File: config.mk
export PLATFORM = sky130hd
export DESIGN_NAME = writeback_unit_flat
export DESIGN_NICKNAME = d
export VERILOG_FILES = /design/src/rtl/writeback_unit_pkg.sv /design/src/rtl/writeback_unit_if.sv /design/src/rtl/writeback_unit_load_extract.sv /design/src/rtl/writeback_unit.sv /design/src/flat_wrapper.sv
export SDC_FILE = /design/constraint.sdc
export NUM_CORES = 1
export LEC_CHECK = 0
export ABC_AREA = 1
export BUFFER_PORTS_ARGS = -buffer_cell sky130_fd_sc_hd__buf_2
export CAP_MARGIN = 0
export CELL_PAD_IN_SITES_DETAIL_PLACEMENT = 0
export CELL_PAD_IN_SITES_GLOBAL_PLACEMENT = 2
export CORE_MARGIN = 10
export CORE_UTILIZATION = 26
export CTS_CLUSTER_SIZE = 30
export DETAILED_ROUTE_END_ITERATION = 8
export PLACE_DENSITY_LB_ADDON = 0.1
export SLEW_MARGIN = 20
export SYNTH_ARGS = -nofsm -noshare
export SYNTH_HDL_FRONTEND = slang
export SYNTH_SLANG_ARGS = --single-unit
File: constraint.sdc
create_clock -name clk -period 2.15 [get_ports clk]
set_input_delay 0.645 -clock clk [delete_from_list [all_inputs] [get_ports clk]]
set_output_delay 0.645 -clock clk [all_outputs]
set_load 0.03 [all_outputs]
File: src/rtl/writeback_unit_pkg.sv
// Writeback unit shared types: control bundle, load funct3 codes,
// FSM states and a natural-alignment helper for loads.
package writeback_unit_pkg;

  typedef struct packed {
    logic mem_read;
    logic wb_pc;
    logic reg_write;
  } control_t;

  localparam logic [2:0] F3_LB  = 3'b000;
  localparam logic [2:0] F3_LH  = 3'b001;
  localparam logic [2:0] F3_LW  = 3'b010;
  localparam logic [2:0] F3_LD  = 3'b011;
  localparam logic [2:0] F3_LBU = 3'b100;
  localparam logic [2:0] F3_LHU = 3'b101;
  localparam logic [2:0] F3_LWU = 3'b110;

  typedef enum logic {
    IDLE     = 1'b0,
    WAIT_MEM = 1'b1
  } wb_state_t;

  // funct3[1:0] encodes the access size (byte/half/word/double)
  function automatic logic f3_misaligned(
    input logic [2:0] f3,
    input logic [2:0] off
  );
    logic m;
    m = 1'b0;
    case (f3[1:0])
      2'b01:   m = off[0];
      2'b10:   m = |off[1:0];
      2'b11:   m = |off;
      default: m = 1'b0;
    endcase
    return m;
  endfunction

endpackage

File: src/rtl/writeback_unit_if.sv
// Writeback request bundle: valid/ready handshake plus control,
// funct3, rd, pc and ALU result. master drives, slave accepts.
interface writeback_unit_if
  import writeback_unit_pkg::*;
#(
  parameter int XLEN   = 32,
  parameter int REG_AW = 5
);
  logic              in_valid;
  logic              in_ready;
  control_t          in_control;
  logic [2:0]        in_funct3;
  logic [REG_AW-1:0] in_rd;
  logic [XLEN-1:0]   in_pc;
  logic [XLEN-1:0]   in_alu_res;

  modport master (
    output in_valid, in_control, in_funct3,
    output in_rd, in_pc, in_alu_res,
    input  in_ready
  );

  modport slave (
    input  in_valid, in_control, in_funct3,
    input  in_rd, in_pc, in_alu_res,
    output in_ready
  );
endinterface

File: src/rtl/writeback_unit_load_extract.sv
// load_extract: combinational load size/sign extraction.
// Ports: i_data word, i_off byte offset, i_funct3 -> o_data, o_legal.
module load_extract
  import writeback_unit_pkg::*;
#(
  parameter int XLEN = 32,
  localparam int OW  = $clog2(XLEN/8)
) (
  input  logic [XLEN-1:0] i_data,
  input  logic [OW-1:0]   i_off,
  input  logic [2:0]      i_funct3,
  output logic [XLEN-1:0] o_data,
  output logic            o_legal
);

  // bytes shifted in from above the word read as zero
  logic [XLEN-1:0] w_sh;
  assign w_sh = i_data >> {i_off, 3'b000};

  always_comb begin
    o_data  = '0;
    o_legal = 1'b1;
    case (i_funct3)
      F3_LB:  o_data = XLEN'($signed(w_sh[7:0]));
      F3_LH:  o_data = XLEN'($signed(w_sh[15:0]));
      F3_LW:  o_data = XLEN'($signed(w_sh[31:0]));
      F3_LBU: o_data = XLEN'(w_sh[7:0]);
      F3_LHU: o_data = XLEN'(w_sh[15:0]);
      F3_LWU: begin
        if (XLEN == 64) o_data = XLEN'(w_sh[31:0]);
        else            o_legal = 1'b0;
      end
      F3_LD: begin
        if (XLEN == 64) o_data = w_sh;
        else            o_legal = 1'b0;
      end
      default: o_legal = 1'b0;
    endcase
  end

endmodule

File: src/rtl/writeback_unit.sv
// writeback_unit: IDLE/WAIT_MEM writeback FSM with registered rd port.
// Ports: clk, rst (async low), req (writeback_unit_if.slave),
//   mem_rsp_valid/data, rd_we/addr/data, busy.
// Macro WB_MISALIGN_TRAP_EN adds trap_misalign output.
module writeback_unit
  import writeback_unit_pkg::*;
#(
  parameter int XLEN    = 32,
  parameter int REG_AW  = 5,
  parameter int PC_STEP = 4
) (
  input  logic              clk,
  input  logic              rst,
  writeback_unit_if.slave   req,
  input  logic              mem_rsp_valid,
  input  logic [XLEN-1:0]   mem_rsp_data,
  output logic              rd_we,
  output logic [REG_AW-1:0] rd_addr,
  output logic [XLEN-1:0]   rd_data,
`ifdef WB_MISALIGN_TRAP_EN
  output logic              trap_misalign,
`endif
  output logic              busy
);

  localparam int OW = $clog2(XLEN/8);

  wb_state_t         r_state;
  wb_state_t         w_next;
  logic [REG_AW-1:0] r_rd;
  logic [2:0]        r_f3;
  logic [OW-1:0]     r_off;
  logic              r_rw;

  logic              r_rd_we;
  logic [REG_AW-1:0] r_rd_addr;
  logic [XLEN-1:0]   r_rd_data;

  logic              w_complete;
  logic              w_is_load;
  logic              w_latch;
  logic              w_rw;
  logic [REG_AW-1:0] w_rd;
  logic [2:0]        w_f3;
  logic [OW-1:0]     w_off;
  logic [XLEN-1:0]   w_alu_data;
  logic [XLEN-1:0]   w_ld_data;
  logic              w_ld_legal;
  logic [XLEN-1:0]   w_data;
  logic              w_mis;
  logic              w_wr;

  load_extract #(.XLEN(XLEN)) u_ld (
    .i_data   (mem_rsp_data),
    .i_off    (w_off),
    .i_funct3 (w_f3),
    .o_data   (w_ld_data),
    .o_legal  (w_ld_legal)
  );

  assign req.in_ready = (r_state == IDLE);
  assign busy         = (r_state == WAIT_MEM);

  always_comb begin
    w_next     = r_state;
    w_complete = 1'b0;
    w_is_load  = 1'b0;
    w_latch    = 1'b0;
    w_rw       = 1'b0;
    w_rd       = req.in_rd;
    w_f3       = req.in_funct3;
    w_off      = req.in_alu_res[OW-1:0];
    unique case (r_state)
      IDLE: begin
        if (req.in_valid) begin
          w_rw = req.in_control.reg_write;
          if (req.in_control.mem_read) begin
            w_is_load = 1'b1;
            if (mem_rsp_valid) begin
              w_complete = 1'b1;
            end else begin
              w_latch = 1'b1;
              w_next  = WAIT_MEM;
            end
          end else begin
            w_complete = 1'b1;
          end
        end
      end
      WAIT_MEM: begin
        w_rd      = r_rd;
        w_f3      = r_f3;
        w_off     = r_off;
        w_rw      = r_rw;
        w_is_load = 1'b1;
        if (mem_rsp_valid) begin
          w_complete = 1'b1;
          w_next     = IDLE;
        end
      end
    endcase
  end

  assign w_alu_data = req.in_control.wb_pc
                    ? req.in_pc + XLEN'(PC_STEP)
                    : req.in_alu_res;
  assign w_data = w_is_load ? w_ld_data : w_alu_data;

`ifdef WB_MISALIGN_TRAP_EN
  assign w_mis = w_complete & w_is_load & w_ld_legal
               & f3_misaligned(w_f3, 3'(w_off));
`else
  assign w_mis = 1'b0;
`endif

  assign w_wr = w_complete & w_rw & (w_rd != '0)
              & (~w_is_load | w_ld_legal) & ~w_mis;

  always_ff @(posedge clk or negedge rst) begin
    if (!rst) begin
      r_state <= IDLE;
      r_rd    <= '0;
      r_f3    <= '0;
      r_off   <= '0;
      r_rw    <= 1'b0;
    end else begin
      r_state <= w_next;
      if (w_latch) begin
        r_rd  <= req.in_rd;
        r_f3  <= req.in_funct3;
        r_off <= req.in_alu_res[OW-1:0];
        r_rw  <= req.in_control.reg_write;
      end
    end
  end

  always_ff @(posedge clk or negedge rst) begin
    if (!rst) begin
      r_rd_we   <= 1'b0;
      r_rd_addr <= '0;
      r_rd_data <= '0;
    end else begin
      r_rd_we <= w_wr;
      if (w_wr) begin
        r_rd_addr <= w_rd;
        r_rd_data <= w_data;
      end
    end
  end

`ifdef WB_MISALIGN_TRAP_EN
  logic r_trap;
  always_ff @(posedge clk or negedge rst) begin
    if (!rst) r_trap <= 1'b0;
    else      r_trap <= w_mis;
  end
  assign trap_misalign = r_trap;
`endif

  assign rd_we   = r_rd_we;
  assign rd_addr = r_rd_addr;
  assign rd_data = r_rd_data;

endmodule
File: src/flat_wrapper.sv
// flat-port wrapper written by rule: the top's interface ports become plain ports
module writeback_unit_flat import writeback_unit_pkg::*;
#(
  parameter int XLEN    = 32,
  parameter int REG_AW  = 5,
  parameter int PC_STEP = 4
)
  (clk, rst, mem_rsp_valid, mem_rsp_data, rd_we, rd_addr, rd_data, busy, req_in_valid, req_in_control, req_in_funct3, req_in_rd, req_in_pc, req_in_alu_res, req_in_ready);
  writeback_unit_if #(.XLEN(XLEN), .REG_AW(REG_AW)) req_i ();
  input  logic clk;
  input  logic rst;
  input  logic mem_rsp_valid;
  input  logic [XLEN-1:0] mem_rsp_data;
  output logic rd_we;
  output logic [REG_AW-1:0] rd_addr;
  output logic [XLEN-1:0] rd_data;
  output logic busy;
  input wire logic [$bits(req_i.in_valid)-1:0] req_in_valid;
  input wire logic [$bits(req_i.in_control)-1:0] req_in_control;
  input wire logic [$bits(req_i.in_funct3)-1:0] req_in_funct3;
  input wire logic [$bits(req_i.in_rd)-1:0] req_in_rd;
  input wire logic [$bits(req_i.in_pc)-1:0] req_in_pc;
  input wire logic [$bits(req_i.in_alu_res)-1:0] req_in_alu_res;
  output wire logic [$bits(req_i.in_ready)-1:0] req_in_ready;
  assign req_i.in_valid = req_in_valid;
  assign req_i.in_control = req_in_control;
  assign req_i.in_funct3 = req_in_funct3;
  assign req_i.in_rd = req_in_rd;
  assign req_i.in_pc = req_in_pc;
  assign req_i.in_alu_res = req_in_alu_res;
  assign req_in_ready = req_i.in_ready;
  writeback_unit #(.XLEN(XLEN), .REG_AW(REG_AW), .PC_STEP(PC_STEP)) u_core (.clk(clk), .rst(rst), .req(req_i), .mem_rsp_valid(mem_rsp_valid), .mem_rsp_data(mem_rsp_data), .rd_we(rd_we), .rd_addr(rd_addr), .rd_data(rd_data), .busy(busy));
endmodule
After elaboration in Yosys (flattened, before gate mapping). Cells that the tools add are included.

Bits in registers: 50. Input bits: 111. Logic and storage cells: 44.

Add/sub/neg operators: 1. Equality and inequality tests: 4. Shifts and indexed selects: 1. Multiplexer cells: 21. Bitwise gates (word level): 6. Reduce and logical (&&, ||, !) cells: 3.

Operators with widths (number): 32-bit case mux with 5 select lines (1); 32-bit 2-to-1 mux (2); 32-bit by 3-bit adder with 32-bit output, second input constant (1); 32-bit by 5-bit right shift with 32-bit output (1); 1-bit 2-to-1 mux (11); 1-bit case mux with 2 select lines (4); 3-bit equality test, second input constant (2); 5-bit 2-to-1 mux (1); 5-bit nonzero test (1); 5-bit OR reduction (1); 1-bit bitwise AND (3); 3-bit by 1-bit equality test with 1-bit output, second input constant (1); 3-bit by 2-bit equality test with 1-bit output, second input constant (1); 3-bit logical NOT (1); 3-bit 2-to-1 mux (1); 2-bit 2-to-1 mux (1); 1-bit inverter (2); 1-bit bitwise OR (1).

Depth between registers and ports, before layout. Gate-level depths: netlist of the first run.

Depth in word-level cells: 7. Gate-level depth with buffers: 14.

Hierarchy. Synthesis of the first run repeated with hierarchy kept, for this count alone.

Cells, all modules: 773. Area total of the unflattened synthesis: 4633.2 um^2.

By module, submodules not included: writeback_unit (times used 1, cells an instance 599, area each 3664.8 um^2); load_extract (times used 1, cells an instance 174, area each 968.4 um^2).

Worst setup path after synthesis of the first run. OpenSTA, ideal clock, no wires.

Path kind: input to register. From: in req_in_pc[2]. To: reg u_core.r_rd_data[16], in the netlist u_core.rd_data[16]. Library setup time: 0.123 ns. Arrival time: 1.693 ns. Setup slack: 0.334 ns. Stages on the path: 8. Path buffers: 0. Cell sequence: ha_1 > nand3_1 > nor2_1 > nand3_1 > nand2_1 > nand3_1 > a21oi_1 > a21oi_2.

Cells in the longest elaborated chain, start to end: 3.

RTL lines: start: declaration (line flat_wrapper.sv:22) `input wire logic [$bits(req_i.in_pc)-1:0] req_in_pc;`; 32-bit by 3-bit adder with 32-bit output (line writeback_unit.sv:105) `? req.in_pc + XLEN'(PC_STEP)`; 32-bit 2-to-1 mux (line writeback_unit.sv:105); 32-bit 2-to-1 mux (line writeback_unit.sv:107) `assign w_data = w_is_load ? w_ld_data : w_alu_data;`; end signal: assignment (line writeback_unit.sv:146) `r_rd_data <= w_data;`; end: declaration (line writeback_unit.sv:37) `logic [XLEN-1:0] r_rd_data;`.

No other way between the ends. A chain may end at the register's enable or synchronous reset.

Worst setup path after layout of the first run.
From: reg u_core.r_state, in the netlist u_core.busy. To: reg u_core.r_rd_data[20], in the netlist u_core.rd_data[20].

Cells in the longest elaborated chain, start to end: 6. Elaborated cells between the ends (all ways): 23. Those cells by class: eq/ne: 4; shift: 1; mux: 9; bitwise: 6; reduce/logical: 3.

RTL lines: start: declaration (line writeback_unit.sv:28) `wb_state_t r_state;`; start signal: assignment (line writeback_unit.sv:127) `r_state <= w_next;`; parallel branches: the longest is 6 deep, another holds 32-bit by 5-bit right shift with 32-bit output.

Several ways; the timed one is not identified.

==> impl_metrics.json, run 1 <==
{
  "worstMarginPinSlew_ps": 409.7,
  "syn-num-nets": 908,
  "pwr_density_cell_nw_per_um2": 680.1,
  "drive_gt1_share_pct": 25.42,
  "ant_nets": 0,
  "setup_violations": 0,
  "die_area_um2": 23850,
  "final_nets": 1071,
  "hpwlAfterDp_mm": 16.59,
  "synth_top_area_cell": "nand2_1",
  "core_area_um2": 17840,
  "fin_area_um2": 6026,
  "drtIter0Drc": 268,
  "place.gp.congestion": 0.8623,
  "p_leak_nw": 3.282,
  "grt_max_degree": 51,
  "cts_tree": "done",
  "synthCells": 796,
  "rsz0062_at_grt": "false",
  "r2r.worst_path.cells": 11,
  "first_pass_iters": 5,
  "wirelength_mm": 20.08,
  "synthTopCellsByArea": "nand2_1, dfrtp_1, nor2_1, nand3_1, inv_1",
  "insertion_delay_ps": 310,
  "antenna_cells": 0,
  "fin_crit_sh_pct": 92.80,
  "fin_skew_ps": 7.356,
  "grt_pass1_wl_mm": 31.40,
  "yosys_warnings": 0,
  "slew_headroom_pct": 72.68,
  "place_area_um2": 5847,
  "syn_to_final_growth_pct": 28.26,
  "synth.avg_cell_area_um2": 5.902,
  "ys_ff_latch": 50,
  "dieHeight_um": 154.4,
  "grt_util_all_layers_pct": 16.42,
  "synth.distinct_cells": 34,
  "timing.fmax_ghz": 0.5012,
  "status": "completed",
  "synth_seq_area_share_pct": 26.63,
  "root_buffer": "clkbuf_16",
  "slew_violations": 0,
  "placementRows": 49,
  "crit_path_end_kind": "flip-flop",
  "fill_cells": 2061,
  "netlist_area_um2": 4698,
  "h-tree-depth": 2,
  "clk_pin_slew_ps": 80,
  "cts_max_path_buffers": 2,
  "clock_sinks": 50,
  "vias_per_cell": 4.608,
  "wl_per_cell_um": 16.89,
  "synthFlopType": "dfrtp_1",
  "path_max_fanout": 24,
  "worstSetupPathType": "flip-flop to flip-flop",
  "hold_buffers": 0,
  "worst_ep_arrival_time_ps": 2250,
  "hold_path_class": "primary input to async pin",
  "cts_buffers": 5,
  "ios": 151,
  "grt_overflow": 0,
  "synth_edf_count": 0,
  "antenna_found_initial": 0,
  "synth_top_area_share_pct": 27.00,
  "required_ps": 2400,
  "finalHoldViolations": 0,
  "power_mw": 4.098,
  "cap_violations": 0,
  "period_minus_slack_ps": 1995,
  "first_global_vias": 5501,
  "portBuffers": 150,
  "initial_utilization_pct": 26.33,
  "vias": 5479,
  "vdd_drop_max_mv": 0.4527,
  "drc": 0,
  "start_kind": "flip-flop",
  "die_w_um": 154.4,
  "synthArstFlopShare_pct": 100.0
}
[synthesized netlist by cell type, types with 3 or more instances]
library cell,number
nor2_4,3
xnor2_1,3
dfrtp_1,50
a21oi_1,23
nand3_2,12
o211ai_1,11
o21ai_2,3
nand2_2,6
o21ai_0,30
o21ai_1,8
nand3_1,78
a21oi_2,4
inv_1,51
nor2_1,116
nand4_1,4
or2_2,4
buf_4,4
buf_2,11
buf_6,11
nand2_1,338
clkbuf_1,9
[per-layer routing]
metal	vias up	wire, um	GRT usage (%)
met3	9	860	3.134
met1	2499	10020	22.82
met2	135	8982	25.81
met4	0	214	3.194
li1	2836	-	-
met5	-	0	0
[timing repair]
item,4_1_cts,5_1_grt
gates resized for setup,0,1
setup buffers,0,1
setup endpoints to repair,0,5
hold endpoints to repair,0,0
[layout make-up]
class / count / area, um^2 / area share, %
Clock buffer: 5 / 125.1 / 2.076
Timing Repair Buffer: 193 / 1149 / 19.06
Clock inverter: 3 / 28.78 / 0.4776
Multi-Input combinational cell: 655 / 2973 / 49.34
Tap cell: 229 / 286.5 / 4.755
Inverter: 54 / 212.7 / 3.530
Sequential cell: 50 / 1251 / 20.76
[sequential cells by signal (all words and copies together), names as in the netlist]
signal and cells:
u_core.r_rd 5, u_core.r_off 2, u_core.r_f3 3, u_core.busy 1, u_core.rd_addr 5, u_core.r_rw 1, u_core.rd_we 1, u_core.rd_data 32
[worst paths after layout]
| kind | start | to | slack (ps) |
|---|---|---|---|
| max | u_core.busy$_DFF_PN0_ | u_core.rd_data[20]$_DFFE_PN0P_ | 150 |
| min | rst | u_core.rd_data[5]$_DFFE_PN0P_ | 310 |
| max reg2reg | u_core.busy$_DFF_PN0_ | u_core.rd_data[20]$_DFFE_PN0P_ | 150 |
| min reg2reg | u_core.rd_addr[4]$_DFFE_PN0P_ | u_core.rd_addr[4]$_DFFE_PN0P_ | 480 |
| max in group asynchronous | rst | u_core.r_rd[0]$_DFFE_PN0P_ | 1560 |
| min in group clk | u_core.rd_addr[4]$_DFFE_PN0P_ | u_core.rd_addr[4]$_DFFE_PN0P_ | 480 |
[worst max-delay path, cell delays in order, from the launching register on]
cell	delay, ps
dfrtp_1	520
buf_4	240
nand2_2	90
nand2_2	130
nand2_1	80
nand3_1	130
nand3_4	280
nand3_1	170
nand2_1	110
nand2_1	80
nand2_1	40
nand2_1	60
[layout by cell type (no fill, tap or decap), types with 3 or more instances in the layout]
cell type | synthesis | layout
a21oi_2 | 4 | 4
nand3_1 | 78 | 78
buf_12 | 1 | 6
nor2_4 | 3 | 3
buf_4 | 4 | 37
buf_2 | 11 | 150
o21ai_2 | 3 | 3
nand4_1 | 4 | 4
xnor2_1 | 3 | 3
a21oi_1 | 23 | 23
inv_1 | 51 | 51
or2_2 | 4 | 4
o21ai_1 | 8 | 8
o21ai_0 | 30 | 30
dfrtp_1 | 50 | 50
clkbuf_16 | 0 | 5
nand2_1 | 338 | 338
nand2_2 | 6 | 5
nand3_2 | 12 | 12
nor2_1 | 116 | 116
o211ai_1 | 11 | 11
[metrics by stage]
stage | setup WS (ps) | hold slack [ps] | TNS, ps | util, % | cells
finish | 154.7 | 314.7 | 0 | 33.78 | 1189
global route | 1.083 | 343.4 | 0 | 33.78 | 1189
CTS | 144.0 | 336.8 | 0 | 33.63 | 1188
detailed placement | -28.17 | 459.5 | -28.17 | 32.77 | 1180
global placement | -60.99 | 460.1 | -60.99 | 32.77 | 1180
floorplan | 333.6 | 349.4 | 0 | - | 796
[cell families after synthesis]
logic type | after synthesis | synth area share [%]
and+or+nand+nor | 568 | 51.77
buffers and inverters | 91 | 10.20
AOI/OAI and AO/OA | 80 | 9.907
DFF | 50 | 26.63
xor gates and xnor gates | 4 | 0.7458
muxes | 2 | 0.4793
adders and majority gates | 1 | 0.2663
[report_power, final]
part / total (mW) / internal (mW) / switching (mW)
logic: 1.87 / 0.602 / 1.27
registers: 1.34 / 1.18 / 0.159
clock network: 0.880 / 0.448 / 0.432
total: 4.10 / 2.24 / 1.86
Power figures use the tool's default switching activity.
==> run 2, diff against run 1 <==
- CORE_ASPECT_RATIO: not set -> 0.7
- SYNTH_HIERARCHICAL: not set -> 1
==> impl_metrics.json, run 2 <==
{
  "cts_max_path_buffers": 2,
  "netlist_area_um2": 4633,
  "cap_violations": 0,
  "rsz0062_at_grt": "true",
  "first_global_vias": 5367,
  "die_area_um2": 23640,
  "drc": 0,
  "synth.distinct_cells": 35,
  "start_kind": "flip-flop",
  "fill_cells": 1988,
  "final_common_cell": "nand2_1",
  "grt_util_all_layers_pct": 15.99,
  "synth_seq_area_share_pct": 27.01,
  "initial_utilization_pct": 26.76,
  "synthCells": 773,
  "vias": 5452,
  "synth_top_area_cell": "dfrtp_1",
  "finalHoldViolations": 0,
  "power_mw": 4.244,
  "synthTopCellsByArea": "dfrtp_1, nand2_1, nor2_1, nand3_1, inv_1",
  "grt_max_degree": 52,
  "fin_ws_ps": 157.9,
  "fin_skew_ps": 8.258,
  "place.gp.congestion": 0.8662,
  "die_w_um": 179.6,
  "path_max_fanout": 12,
  "antenna_cells": 0,
  "slowest_delay_ps": 500,
  "final_cell_mix": "nand2_1, nor2_1, buf_2, nand3_1, inv_1",
  "grt_pass1_wl_mm": 30.83,
  "h-tree-depth": 2,
  "pre_cts_ws_ps": -123.6,
  "synth.avg_cell_area_um2": 5.994,
  "wirelength_mm": 19.85,
  "fin_crit_sh_pct": 92.66,
  "largest_reg_flops": 32,
  "wl_per_cell_um": 16.95,
  "root_buffer": "clkbuf_16",
  "period_minus_slack_ps": 1992,
  "hold_path_class": "primary input to async pin",
  "cp_slowest_cell": "dfrtp_2",
  "placementRows": 40,
  "p_leak_nw": 3.208,
  "swShare_pct": 45.60,
  "hpwlAfterDp_mm": 16.62,
  "path_cells": "o21ai_1 -> buf_4 -> inv_6 -> nand2_1 -> nand3_1 -> nand3_4 -> buf_4 -> nand3_2 -> inv_1 -> nor2_1 -> nor2_1 -> a21oi_2",
  "synthFlopType": "dfrtp_1",
  "worstMarginPinSlew_ps": 477.6,
  "final_nets": 1051,
  "first_pass_iters": 5,
  "worst_ep_arrival_time_ps": 2180,
  "reg2reg_slack_ps": 160,
  "antenna_found_initial": 0,
  "core_area_um2": 17320,
  "pwr-share-clk_pct": 20.4,
  "internal_power_mw": 2.309,
  "r2r_start": "u_core/busy$_DFF_PN0_",
  "drive_gt1_share_pct": 28.83,
  "insertion_delay_ps": 300,
  "crit_family": "simple AND/OR/NAND/NOR gates",
  "timing.fmax_ghz": 0.5020,
  "pwr_density_cell_nw_per_um2": 697.6,
  "clk_pin_slew_ps": 80,
  "drtIter0Drc": 410,
  "slew_headroom_pct": 68.16,
  "dieHeight_um": 131.7,
  "vias_per_cell": 4.656,
  "p_comb_share_pct": 47.6,
  "synth_top_area_share_pct": 27.01,
  "vdd_drop_max_mv": 0.4936,
  "ios": 151,
  "worst-path-buf-inv": 4,
  "synthArstFlopShare_pct": 100.0,
  "p_seq_share_pct": 32.0,
  "r2r.worst_path.cells": 12,
  "crit_path_end_kind": "flip-flop",
  "ant_nets": 0,
  "power.switching_mw": 1.935,
  "slew_violations": 0,
  "portBuffers": 150,
  "yosys_warnings": 6,
  "synth_edf_count": 0,
  "status": "completed",
  "synth_commonest_cells": "nand2_1, nor2_1, nand3_1",
  "cts_buffers": 5,
  "cts_tree": "done",
  "synth_most_common_cell": "nand2_1",
  "required_ps": 2340,
  "syn_to_final_growth_pct": 31.30,
  "grt_overflow": 0,
  "ys_ff_latch": 50,
  "syn-num-nets": 885,
  "worstSetupPathType": "flip-flop to flip-flop",
  "setup_violations": 0,
  "clock_sinks": 50,
  "hold_buffers": 0,
  "worstReg2RegEnd": "u_core/rd_data[16]$_DFFE_PN0P_"
}
## run 2: logic make-up after synthesis
family	Yosys count	share of synthesized area (%)
flops	50	27.01
mux	1	0.2430
buf+inv	109	11.37
xor+xnor	3	0.5672
simple gates	519	48.02
fa+ha+maj	1	0.2700
compound gates	90	12.53
## run 2: power groups by stage
stage          clock, mW  sequential [mW]  combinational [mW]
6_report           0.867             1.36                2.02
5_1_grt            0.927             1.38                2.22
4_1_cts            0.894             1.36                2.02
3_5_place_dp           0             1.37                2.02
3_3_place_gp           0             1.37                2.00
2_1_floorplan          0             1.74               0.872
## run 2: cell type report
type                       instances  area [um^2]  area share [%]
clock inverter                     3        28.78          0.4731
timing repair buffer             197         1207           19.85
inverter                          71        275.3           4.525
tap                              231        289.0           4.751
clock buffer                       5        125.1           2.057
sequential                        50         1252           20.59
multi-input combinational        614         2905           47.76
## run 2: how the worst max path moves through the flow
stage,startpoint,endpoint,slack (ps),depth (start not counted)
2_1_floorplan,u_core/busy$_DFF_PN0_,u_core/rd_data[26]$_DFFE_PN0P_,40,13
3_3_place_gp,req_in_alu_res[1],u_core/rd_data[23]$_DFFE_PN0P_,-100,12
3_5_place_dp,req_in_alu_res[1],u_core/rd_data[23]$_DFFE_PN0P_,-120,12
4_1_cts,u_core/busy$_DFF_PN0_,u_core/rd_data[23]$_DFFE_PN0P_,90,10
5_1_grt,u_core/busy$_DFF_PN0_,u_core/rd_data[27]$_DFFE_PN0P_,-60,13
6_report,u_core/busy$_DFF_PN0_,u_core/rd_data[16]$_DFFE_PN0P_,160,12
## run 2: repair_timing
action                                  4_1_cts  5_1_grt
endpoints found under the setup margin        0       22
resized for setup                             0        7
setup buffers                                 0        2
## run 2: metal layers
layer | routed length [um] | vias up | track usage (%)
li1 | - | 2764 | -
met1 | 10640 | 2493 | 24.31
met2 | 7460 | 187 | 21.66
met3 | 1679 | 8 | 4.937
met4 | 72 | 0 | 1.649
met5 | 0 | - | 0
## run 2: through the flow
step / util [%] / area (um^2) / TNS (ps) / hold WS (ps) / cells
4_1_cts: 34.93 / 6048 / 0 / 298.1 / 1169
2_1_floorplan: - / 4681 / 0 / 349.4 / 773
5_1_grt: 35.13 / 6083 / -208.5 / 320.7 / 1171
3_3_place_gp: 34.04 / 5894 / -740.9 / 463.1 / 1161
6_report: 35.13 / 6083 / 0 / 284.5 / 1171
3_5_place_dp: 34.04 / 5894 / -1808 / 459.6 / 1161
